===== src/rtl/instrumented_ripple_adder_wrap.sv =====
// Caravel-style wrapped ripple-carry adder with an inverting ring-oscillator loop.
// The loop runs from the selected sum taps, through chain_out, back into the selected A bits.
module instrumented_ripple_adder_wrap #(
    parameter int WIDTH = 32
) (
    input  logic        wb_clk_i,
    input  logic        active,
    input  logic [31:0] la1_data_in,
    input  logic [31:0] la2_data_in,
    input  logic [31:0] la3_data_in,
    input  logic [37:0] io_in,
    input  logic [31:0] la1_oenb,
    input  logic [31:0] la2_oenb,
    input  logic [31:0] la3_oenb,
    output logic [31:0] la1_data_out,
    output logic [31:0] la2_data_out,
    output logic [31:0] la3_data_out,
    output logic [37:0] io_out,
    output logic [37:0] io_oeb
);

    logic rst_n, load_op, load_cfg, load_tap, run;
    assign rst_n    = la1_data_in[0];
    assign load_op  = la1_data_in[1];
    assign load_cfg = la1_data_in[2];
    assign load_tap = la1_data_in[3];
    assign run      = la1_data_in[4];

    logic unused_inputs;
    assign unused_inputs = &{1'b0, la1_data_in[31:5], io_in, la1_oenb, la2_oenb, la3_oenb};

    logic [WIDTH-1:0] a_input_q, a_input_d;
    logic [WIDTH-1:0] b_input_q, b_input_d;
    logic [WIDTH-1:0] a_input_ext_bit_b_q, a_input_ext_bit_b_d;
    logic [WIDTH-1:0] a_input_ring_bit_b_q, a_input_ring_bit_b_d;
    logic [WIDTH-1:0] s_output_bit_b_q, s_output_bit_b_d;
    logic [WIDTH-1:0] sum_q, sum_d;
    logic [WIDTH-1:0] toggle_cnt_q, toggle_cnt_d;
    logic             carry_out_q, carry_out_d;
    logic             chain_out_q, chain_out_d;

    logic [WIDTH-1:0] a_eff;
    logic [WIDTH-1:0] sum;
    logic             carry_out;
    logic             tap;

    // Ring selection wins over external selection; a bit with neither selected reads 0.
    always_comb begin
        a_eff = '0;
        for (int i = 0; i < WIDTH; i++) begin
            if (!a_input_ring_bit_b_q[i])
                a_eff[i] = chain_out_q;
            else if (!a_input_ext_bit_b_q[i])
                a_eff[i] = a_input_q[i];
        end
    end

    // Explicit full-adder stages so the carry genuinely ripples bit by bit.
    always_comb begin
        logic carry;
        carry = 1'b0;
        sum   = '0;
        for (int i = 0; i < WIDTH; i++) begin
            sum[i] = a_eff[i] ^ b_input_q[i] ^ carry;
            carry  = (a_eff[i] & b_input_q[i]) | (carry & (a_eff[i] ^ b_input_q[i]));
        end
        carry_out = carry;
    end

    assign tap = |(sum & ~s_output_bit_b_q);

    always_comb begin
        // NOTE: every next-state signal gets a hold default first, so no latch is inferred.
        a_input_d            = a_input_q;
        b_input_d            = b_input_q;
        a_input_ext_bit_b_d  = a_input_ext_bit_b_q;
        a_input_ring_bit_b_d = a_input_ring_bit_b_q;
        s_output_bit_b_d     = s_output_bit_b_q;
        chain_out_d          = chain_out_q;
        toggle_cnt_d         = toggle_cnt_q;
        sum_d                = sum;
        carry_out_d          = carry_out;

        if (load_op) begin
            a_input_d = la2_data_in[WIDTH-1:0];
            b_input_d = la3_data_in[WIDTH-1:0];
        end
        if (load_cfg) begin
            a_input_ext_bit_b_d  = la2_data_in[WIDTH-1:0];
            a_input_ring_bit_b_d = la3_data_in[WIDTH-1:0];
        end
        if (load_tap)
            s_output_bit_b_d = la2_data_in[WIDTH-1:0];

        if (run) begin
            chain_out_d = ~tap;
            if (~tap != chain_out_q)
                toggle_cnt_d = toggle_cnt_q + WIDTH'(1);
        end
    end

    // NOTE: non-blocking assignments so every register samples pre-edge values together.
    always_ff @(posedge wb_clk_i) begin
        if (!rst_n) begin
            a_input_q            <= '0;
            b_input_q            <= '0;
            a_input_ext_bit_b_q  <= '0;
            a_input_ring_bit_b_q <= '1;
            s_output_bit_b_q     <= '1;
            sum_q                <= '0;
            carry_out_q          <= 1'b0;
            chain_out_q          <= 1'b0;
            toggle_cnt_q         <= '0;
        end else begin
            a_input_q            <= a_input_d;
            b_input_q            <= b_input_d;
            a_input_ext_bit_b_q  <= a_input_ext_bit_b_d;
            a_input_ring_bit_b_q <= a_input_ring_bit_b_d;
            s_output_bit_b_q     <= s_output_bit_b_d;
            sum_q                <= sum_d;
            carry_out_q          <= carry_out_d;
            chain_out_q          <= chain_out_d;
            toggle_cnt_q         <= toggle_cnt_d;
        end
    end

    always_comb begin
        la1_data_out = '0;
        la2_data_out = '0;
        la3_data_out = '0;
        io_out       = '0;
        io_oeb       = '1;
        if (active) begin
            la1_data_out = 32'(sum_q);
            la2_data_out = 32'(toggle_cnt_q);
            la3_data_out = {30'b0, carry_out_q, chain_out_q};
            io_out       = {29'b0, chain_out_q, sum_q[7:0]};
            io_oeb       = {29'h1FFF_FFFF, 9'b0};
        end
    end

endmodule


===== config.mk =====
export PLATFORM = sky130hd
export DESIGN_NAME = instrumented_ripple_adder_wrap
export DESIGN_NICKNAME = d
export VERILOG_FILES = /design/src/rtl/instrumented_ripple_adder_wrap.sv
export SDC_FILE = /design/constraint.sdc
export NUM_CORES = 1
export LEC_CHECK = 0
export CAP_MARGIN = 15
export CORE_UTILIZATION = 30
export DETAILED_ROUTE_END_ITERATION = 12
export DONT_BUFFER_PORTS = 1
export MAX_ROUTING_LAYER = met4
export SKIP_CTS_REPAIR_TIMING = 1
export SLEW_MARGIN = 15
export SYNTH_ARGS = -nofsm -noshare
export SYNTH_HDL_FRONTEND = slang
export SYNTH_SLANG_ARGS = --single-unit

===== constraint.sdc =====
create_clock -name wb_clk_i -period 44.7 [get_ports wb_clk_i]
set_input_delay 4.47 -clock wb_clk_i [delete_from_list [all_inputs] [get_ports wb_clk_i]]
set_output_delay 4.47 -clock wb_clk_i [all_outputs]
set_load 0.02 [all_outputs]

Word-level counts from Yosys, hierarchy flattened
Cells that the tools add are included.

Register bits: 226. Output and inout port bits: 172. Word-level logic and storage cells: 242.

Add/sub/neg operators: 1. Equality and inequality tests: 1. Muxes and demuxes: 69. Bitwise gates (word level): 160. Reduce and logical (&&, ||, !) cells: 2.

Operators by type and width (number): 1-bit two-way mux (64); 32-bit two-way mux (2); 1-bit AND (63); 1-bit XOR (63); 32-bit by 1-bit adder with 32-bit output (second input constant) (1); 32-bit AND (1); 32-bit inverter (1); 32-bit OR reduction (1); 1-bit OR (31); 9-bit two-way mux (2); 2-bit two-way mux (1); 2-bit AND reduction (1); 1-bit != test (1); 1-bit inverter (1).

Logic depth before layout (Yosys ltp)
Depth after elaboration: 69. Depth in mapped cells: 45. Gate-level depth less buffers: 43.

Least setup slack after synthesis
OpenSTA, ideal clock, no wires.

Path type: reg-to-reg. Start: register chain_out_q. End: register toggle_cnt_q[16]. Library setup time: 0.072 ns. Data arrival time: 13.960 ns. Path slack: 30.668 ns. Stages on the path, launching flop included: 45. Path buffers: 2. Clock period less this slack: 14.032 ns. Path through: dfxtp_1 inv_1 clkbuf_1 o21ai_0 fa_1 fa_1 fa_1 fa_1 fa_1 fa_1 fa_1 fa_1 fa_1 fa_1 fa_1 fa_1 fa_1 fa_1 [9 not listed] fa_1 fa_1 fa_1 fa_1 fa_1 inv_1 fa_1 inv_1 fa_1 inv_1 fa_1 nor2_1 a2111oi_0 nand4_1 or3_1 buf_6 a2111oi_4 mux2i_1.

Word-level cells in the longest chain between the ends: 68.

RTL lines: start: declaration (RTL line 40) `logic chain_out_q, chain_out_d;`; start signal: assignment (RTL line 122) `chain_out_q <= chain_out_d;`; 1-bit two-way mux (RTL line 51) `if (!a_input_ring_bit_b_q[i])`; 1-bit AND or 1-bit XOR (tied branches) (RTL line 65, 64); 1-bit AND (RTL line 65) `carry = (a_eff[i] & b_input_q[i]) | (carry & (a_eff[i] ^ b_input_q[i]));`; 1-bit OR (RTL line 65); 1-bit AND (RTL line 65); 1-bit OR (RTL line 65); 1-bit AND (RTL line 65); 1-bit OR (RTL line 65); [52 not listed]; 1-bit AND (RTL line 65); 1-bit OR (RTL line 65); 1-bit XOR (RTL line 64) `sum[i] = a_eff[i] ^ b_input_q[i] ^ carry;`; 32-bit AND (RTL line 70) `assign tap = |(sum & ~s_output_bit_b_q);`; 32-bit OR reduction (RTL line 70); 1-bit inverter (RTL line 97) `if (~tap != chain_out_q)`; 1-bit != test (*) (RTL line 97); 2-bit AND reduction (no line) (*); end signal: assignment (RTL line 123) `toggle_cnt_q <= toggle_cnt_d;`; end: declaration (RTL line 38) `logic [WIDTH-1:0] toggle_cnt_q, toggle_cnt_d;`.

Every way passes the cells marked *; elsewhere a longest branch is shown, timed or not. A chain may end at the register's enable or synchronous reset.

Final worst setup path
Same ends and word-level chain as after synthesis.

==> results.sh <==
export IMPL_drt_wl_total_microns=25300
export IMPL_ys_warn_count=0
export IMPL_setup_tns_ps=0
export IMPL_grt_overflow=0
export IMPL_dr_pass1_iters=4
export IMPL_num_vias=7114
export IMPL_rsz0062_at_grt="no"
export IMPL_power_frac_comb_pct=10.0
export IMPL_fp_dieH_microns=194
export IMPL_critPathKind="reg -> reg"
export IMPL_drtIter0Drc=301
export IMPL_switching_share_pct=24.8
export IMPL_die_area_sq_um=37600
export IMPL_fmax_mhz=60.7
export IMPL_synth_area_per_cell_sq_um=9.64
export IMPL_coreArea_sq_um=35900
export IMPL_place_hpwl_microns=16300
export IMPL_start_util_pct=30.8
export IMPL_use_met1_pct=17.0
export IMPL_synth_edf_count=0
export IMPL_cap_violations=0
export IMPL_tightest_slew_ps=940
export IMPL_clock_skew_final_ps=13.8
export IMPL_grt_pass1_vias=6744
export IMPL_fin_crit_ps=16470
export IMPL_synthFlopType="dfxtp_1"
export IMPL_cp_arrival_ps=16940
export IMPL_path_common_cell="fa_1"
export IMPL_crit_required_ps=45170
export IMPL_grt_usage_pct=13.6
export IMPL_cts_sinks=226
export IMPL_use_met2_pct=21.5
export IMPL_slew_violations=0
export IMPL_end_kind="flip-flop"
export IMPL_grt_pass1_wl_microns=39100
export IMPL_yosysSeqAreaShare_pct=40.9
export IMPL_drc_errors=0
export IMPL_gp_congestion=0.787
export IMPL_ir_drop_mv=0.0297
export IMPL_cts_htree_levels=1
export IMPL_antenna_found_initial=1
export IMPL_critPathTopFamily="adder cells"
export IMPL_wire_per_inst_microns=16.0
export IMPL_setup_viol=0
export IMPL_startpoint_type="flip-flop"
export IMPL_synthDistinctLibCells=37
export IMPL_use_met3_pct=3.53
export IMPL_internal_power_uw=367
export IMPL_p_leak_nw=4.93
export IMPL_die_x_microns=194
export IMPL_crit_fanout=19
export IMPL_period_share_pct=36.8
export IMPL_ant_nets=0
export IMPL_cts_buffer_depth=3
export IMPL_min_path_type="reg -> reg"
export IMPL_async_reset_ff_share_pct=0
export IMPL_drive_gt1_share_pct=4.84
export IMPL_area_delta_synth_final_pct=6.96
export IMPL_p_sw_uw=121
export IMPL_slowest_delay_ps=800
export IMPL_cp_slowest_cell="or3_1"
export IMPL_p_clk_share_pct=44.9
export IMPL_grt_max_degree=258
export IMPL_ios=404
export IMPL_max_slew_margin_pct=37.3
export IMPL_power_frac_seq_pct=45.1
export IMPL_diodes=0
export IMPL_vias_per_cell=4.51
export IMPL_busiest_layer="met2"
export IMPL_hold_violations=0
export IMPL_numCtsBuffers=27
export IMPL_finalPower_uw=487
export IMPL_row_count=69
export IMPL_worstSkewPairLatency_ps=540
export IMPL_synth_area_sq_um=11100
export IMPL_cts_tree="yes"
export IMPL_clkSlewWorstSetupHoldPaths_ps=60
export IMPL_synth_cells=1148
export IMPL_layout_nets=1360
export IMPL_portBuffers=0
export IMPL_root_buffer="clkbuf_16"
export IMPL_fill_cells=3672
export IMPL_power_density_nw_per_um2=41.2
export IMPL_critical_path_buf_inv_count=4
export IMPL_status="complete, no violations"
export IMPL_synth_seq_cells=226
-- through the flow --
step / util (%) / worst slack (ps) / hold WS [ps] / std cells / area, sq um
2_1_floorplan: - / 30670 / 435 / 1234 / 11400
3_3_place_gp: 30.4 / 28180 / 448 / 1527 / 10900
3_5_place_dp: 30.4 / 28270 / 458 / 1527 / 10900
4_1_cts: 32.9 / 28200 / 466 / 1576 / 11800
5_1_grt: 32.9 / 27700 / 480 / 1576 / 11800
6_report: 32.9 / 28230 / 462 / 1576 / 11800
-- final timing paths --
kind                     from               end  slack [ps]  cells after the start
max               chain_out_q  toggle_cnt_q[16]       28230                     43
min          toggle_cnt_q[17]  toggle_cnt_q[17]         460                      2
max reg2reg       chain_out_q  toggle_cnt_q[16]       28230                     43
min reg2reg  toggle_cnt_q[17]  toggle_cnt_q[17]         460                      2
-- cells in the mapped netlist, types with 8 or more instances --
cell	number	share of area, %
dfxtp_1	226	41
mux2i_1	182	16
nand2_1	132	4.5
nor2b_1	123	7.0
buf_4	105	7.1
and2_1	96	5.4
clkbuf_1	47	1.6
fa_1	31	5.6
a21oi_1	30	1.4
nand2b_1	29	1.6
o22ai_1	21	1.2
inv_1	18	0.61
nand4_1	14	0.79
buf_1	12	0.41
nand3b_1	10	0.68
o211ai_1	9	0.61
o21ai_0	9	0.41
nand3_1	8	0.36
-- registers in the layout, indices dropped and copies added (netlist names) --
register and flops:
a_input_ext_bit_b_q 32, a_input_q 32, a_input_ring_bit_b_q 32, b_input_q 32, s_output_bit_b_q 32, sum_q 32
toggle_cnt_q 32, carry_out_q 1, chain_out_q 1
-- layout by cell type, fill, tap and decap left out, drive strengths merged, types with 15 or more instances in the layout --
| cell type | count |
|---|---|
| dfxtp | 226 |
| mux2i | 182 |
| nand2 | 132 |
| nor2b | 123 |
| and2 | 96 |
| conb | 88 |
| clkbuf | 40 |
| fa | 31 |
| a21oi | 30 |
| nand2b | 29 |
| o22ai | 21 |
| inv | 19 |
| nand4 | 15 |
-- final cells by class --
| class | count | area (sq um) | share of cell area [%] |
|---|---|---|---|
| clock buffer | 40 | 795 | 6.71 |
| inverter | 18 | 67.6 | 0.571 |
| multi-input combinational | 821 | 5760 | 48.7 |
| timing repair buffer | 1 | 7.51 | 0.0634 |
| clock inverter | 9 | 103 | 0.867 |
| tap | 461 | 577 | 4.87 |
| sequential | 226 | 4520 | 38.2 |
-- layer usage --
metal  share of wire, %  up-vias
li1                   -     3511
met1                 46     3337
met2                 46      228
met3                7.1       38
met4                1.9        0
met5                  0        -
-- cell families after synthesis --
logic type | after synthesis | share of synthesized area (%)
muxes | 182 | 16.5
AOI/OAI and AO/OA | 84 | 5.12
and+or+nand+nor | 434 | 21.6
adders and majority gates | 33 | 5.84
other | 2 | 0.0679
buffers and inverters | 187 | 10.0
DFF | 226 | 40.9
-- power groups by stage --
stage / clock, mW / sequential [mW] / combinational [mW]
after floorplan: 0 / 0.222 / 0.0539
after global placement: 0 / 0.224 / 0.0484
after detailed placement: 0 / 0.224 / 0.0490
after CTS: 0.227 / 0.220 / 0.0493
after global routing: 0.235 / 0.221 / 0.0540
final: 0.219 / 0.220 / 0.0487
-- tightest hold or removal path, cell delays in order, from the launching register on --
cell and delay, ps:
dfxtp_1 310, nand2_1 50, mux2i_1 60
(Power assumes the default switching activity.)
==> patch (config.mk and constraints unchanged) <==
Take the reset off `sum_q` and load it in a clocked block of its own.
--- a/src/rtl/instrumented_ripple_adder_wrap.sv
+++ b/src/rtl/instrumented_ripple_adder_wrap.sv
@@ -107,7 +107,6 @@
             a_input_ext_bit_b_q  <= '0;
             a_input_ring_bit_b_q <= '1;
             s_output_bit_b_q     <= '1;
-            sum_q                <= '0;
             carry_out_q          <= 1'b0;
             chain_out_q          <= 1'b0;
             toggle_cnt_q         <= '0;
@@ -117,11 +116,14 @@
             a_input_ext_bit_b_q  <= a_input_ext_bit_b_d;
             a_input_ring_bit_b_q <= a_input_ring_bit_b_d;
             s_output_bit_b_q     <= s_output_bit_b_d;
-            sum_q                <= sum_d;
             carry_out_q          <= carry_out_d;
             chain_out_q          <= chain_out_d;
             toggle_cnt_q         <= toggle_cnt_d;
         end
+    end
+
+    always_ff @(posedge wb_clk_i) begin
+        sum_q <= sum_d;
     end
 
     always_comb begin
Function: changed (a bounded check fails within 4 cycles, from zero or initial values; the reset may be asserted at any time).
==> patch against the original RTL <==
- count of clock-buffer cells in the layout fell by 6
- setup slack improved by 210 ps
- largest cell class unchanged
- fmax rose by 1.3%
- critical path type unchanged
- area after synthesis fell by 2.7%
- via count fell by 3.0%
- sequential share of layout area rose by 0.97 points
- die area fell by 2.7%
- cell area fell by 2.5%
- total power rose by 1.9%
- critical endpoint is now toggle_cnt_q[9]
- largest power group is now the clock network
- cell count fell by 2.7%
- sequential cell count did not move
- first-iteration DRC count fell by 20%
- combinational power rose by 3%
- routed wire length fell by 0.25%
==> patch: results (changes against the original RTL) <==
- Critical-path maximum fanout: 34 (was 19)
- Crit-path slowest cell: or4_2 (was or3_1)
- Least-Margin Pin Slew: 1153 ps (was 940.2 ps)
- First-pass GRT wire length: 38180 um (was 39070 um)
- Status: finished, final reports clean (unchanged)
- Worst setup skew after layout: 27.32 ps (was 13.78 ps)
- Int Pwr: 369.8 uW (was 366.8 uW)
- Nets@finish: 1323 (was 1360)
- Combinational gate power: 50.1 uW (was 48.7 uW)
- Max rail drop VDD: 0.00002882 V (was 0.00002972 V)
- Sequential fraction of the synthesis area: 0.4205 (was 0.4090)
- Initial antenna violation count: 0 (was 1)
- Max incr delay on CP: 1150 ps (was 800 ps)
- Placer Congestion: 0.7766 (was 0.7868)
- CTS buffer count: 26 (was 27)
- Largest net degree at the start of global routing: 126 (was 258)
- Synth Area in Compound Gates: 0.05943 (was 0.05123)
- Vias post-DR: 6903 (was 7114)
- Post-synth top cells: 226 x dfxtp_1, 182 x mux2i_1, 105 x buf_4, 104 x nand2_1, 102 x nor2_1 (was 226 x dfxtp_1, 182 x mux2i_1, 132 x nand2_1, 123 x nor2b_1, 105 x buf_4)
- Mux cell area share after synthesis: 0.1693 (was 0.1647)
- Post-detailed-route wirelength per cell: 16.45 um (was 16.04 um)
- Adder-Cell Fraction of Synth Area: 0.06001 (was 0.05836)
- Global Route Usage Sum: 0.1386 (was 0.1358)
- Synth top area cells: dfxtp_1 42%, mux2i_1 17%, buf_4 7.3% (was dfxtp_1 41%, mux2i_1 16%, buf_4 7.1%)
- Share of post-route cells with drive strength above 1: 0.07792 (was 0.04843)
- Placed inst area: 10630 um2 (was 10930 um2)
- Crit path arrival time: 16720 ps (was 16940 ps)
- Post-DP HPWL: 16590 um (was 16270 um)
- Drt first pass iters: 5 (was 4)
- Netlist cell types: 39 (was 37)
- Detailed router's first-iteration violation count: 241 (was 301)
## patch: layout make-up
type                    count  area (um2)
clock inverters            14       195.2
well taps                 455       569.3
clock buffers              34       720.7
inverters                  20       75.07
repair buffers              3       22.52
flip-flops and latches    226        4524
multi-input cells         781        5434
fillers                  3572       23340
## patch: worst paths after layout
path | start | endpoint | slack (ps) | cells past startpoint
worst max-delay path | chain_out_q | toggle_cnt_q[9] | 28440 | 43
worst max register to register | chain_out_q | toggle_cnt_q[9] | 28440 | 43
worst min register to register | s_output_bit_b_q[1] | s_output_bit_b_q[1] | 470 | 2
worst min-delay path | s_output_bit_b_q[1] | s_output_bit_b_q[1] | 470 | 2
## patch: per-layer routing
| layer | GRT usage | share of wire | up-vias |
|---|---|---|---|
| li1 | - | - | 3377 |
| met1 | 0.1742 | 0.45 | 3291 |
| met2 | 0.2163 | 0.45 | 195 |
| met3 | 0.04314 | 0.075 | 40 |
| met4 | 0.03175 | 0.022 | 0 |
| met5 | - | 0 | - |
## patch: cell families (layout without fill, tap and decap cells)
logic type,Yosys count,in the layout
DFF,226,226
AOI/OAI and AO/OA,84,84
adders and majority gates,33,33
muxes,182,182
and+or+nand+nor,394,394
other,2,88
buffers and inverters,188,71
## patch: worst register-to-register path: cells and delay by family, from the launching register on
kind	cells	cell delay, ps
AO/OA/AOI/OAI	3	930
buffers and inverters	4	680
adder cells (fa/ha/maj)	32	12380
flip-flops	1	350
multiplexers	1	210
AND/OR/NAND/NOR	3	1620
## patch: through the flow
stage | instances | setup WS, ps | power (uW)
global route | 1533 | 27750 | 518.9
detailed placement | 1485 | 28300 | 277.3
global placement | 1485 | 28260 | 276.2
CTS | 1533 | 28250 | 504.6
finish | 1533 | 28440 | 496.7
floorplan | 1195 | 30650 | 278.8
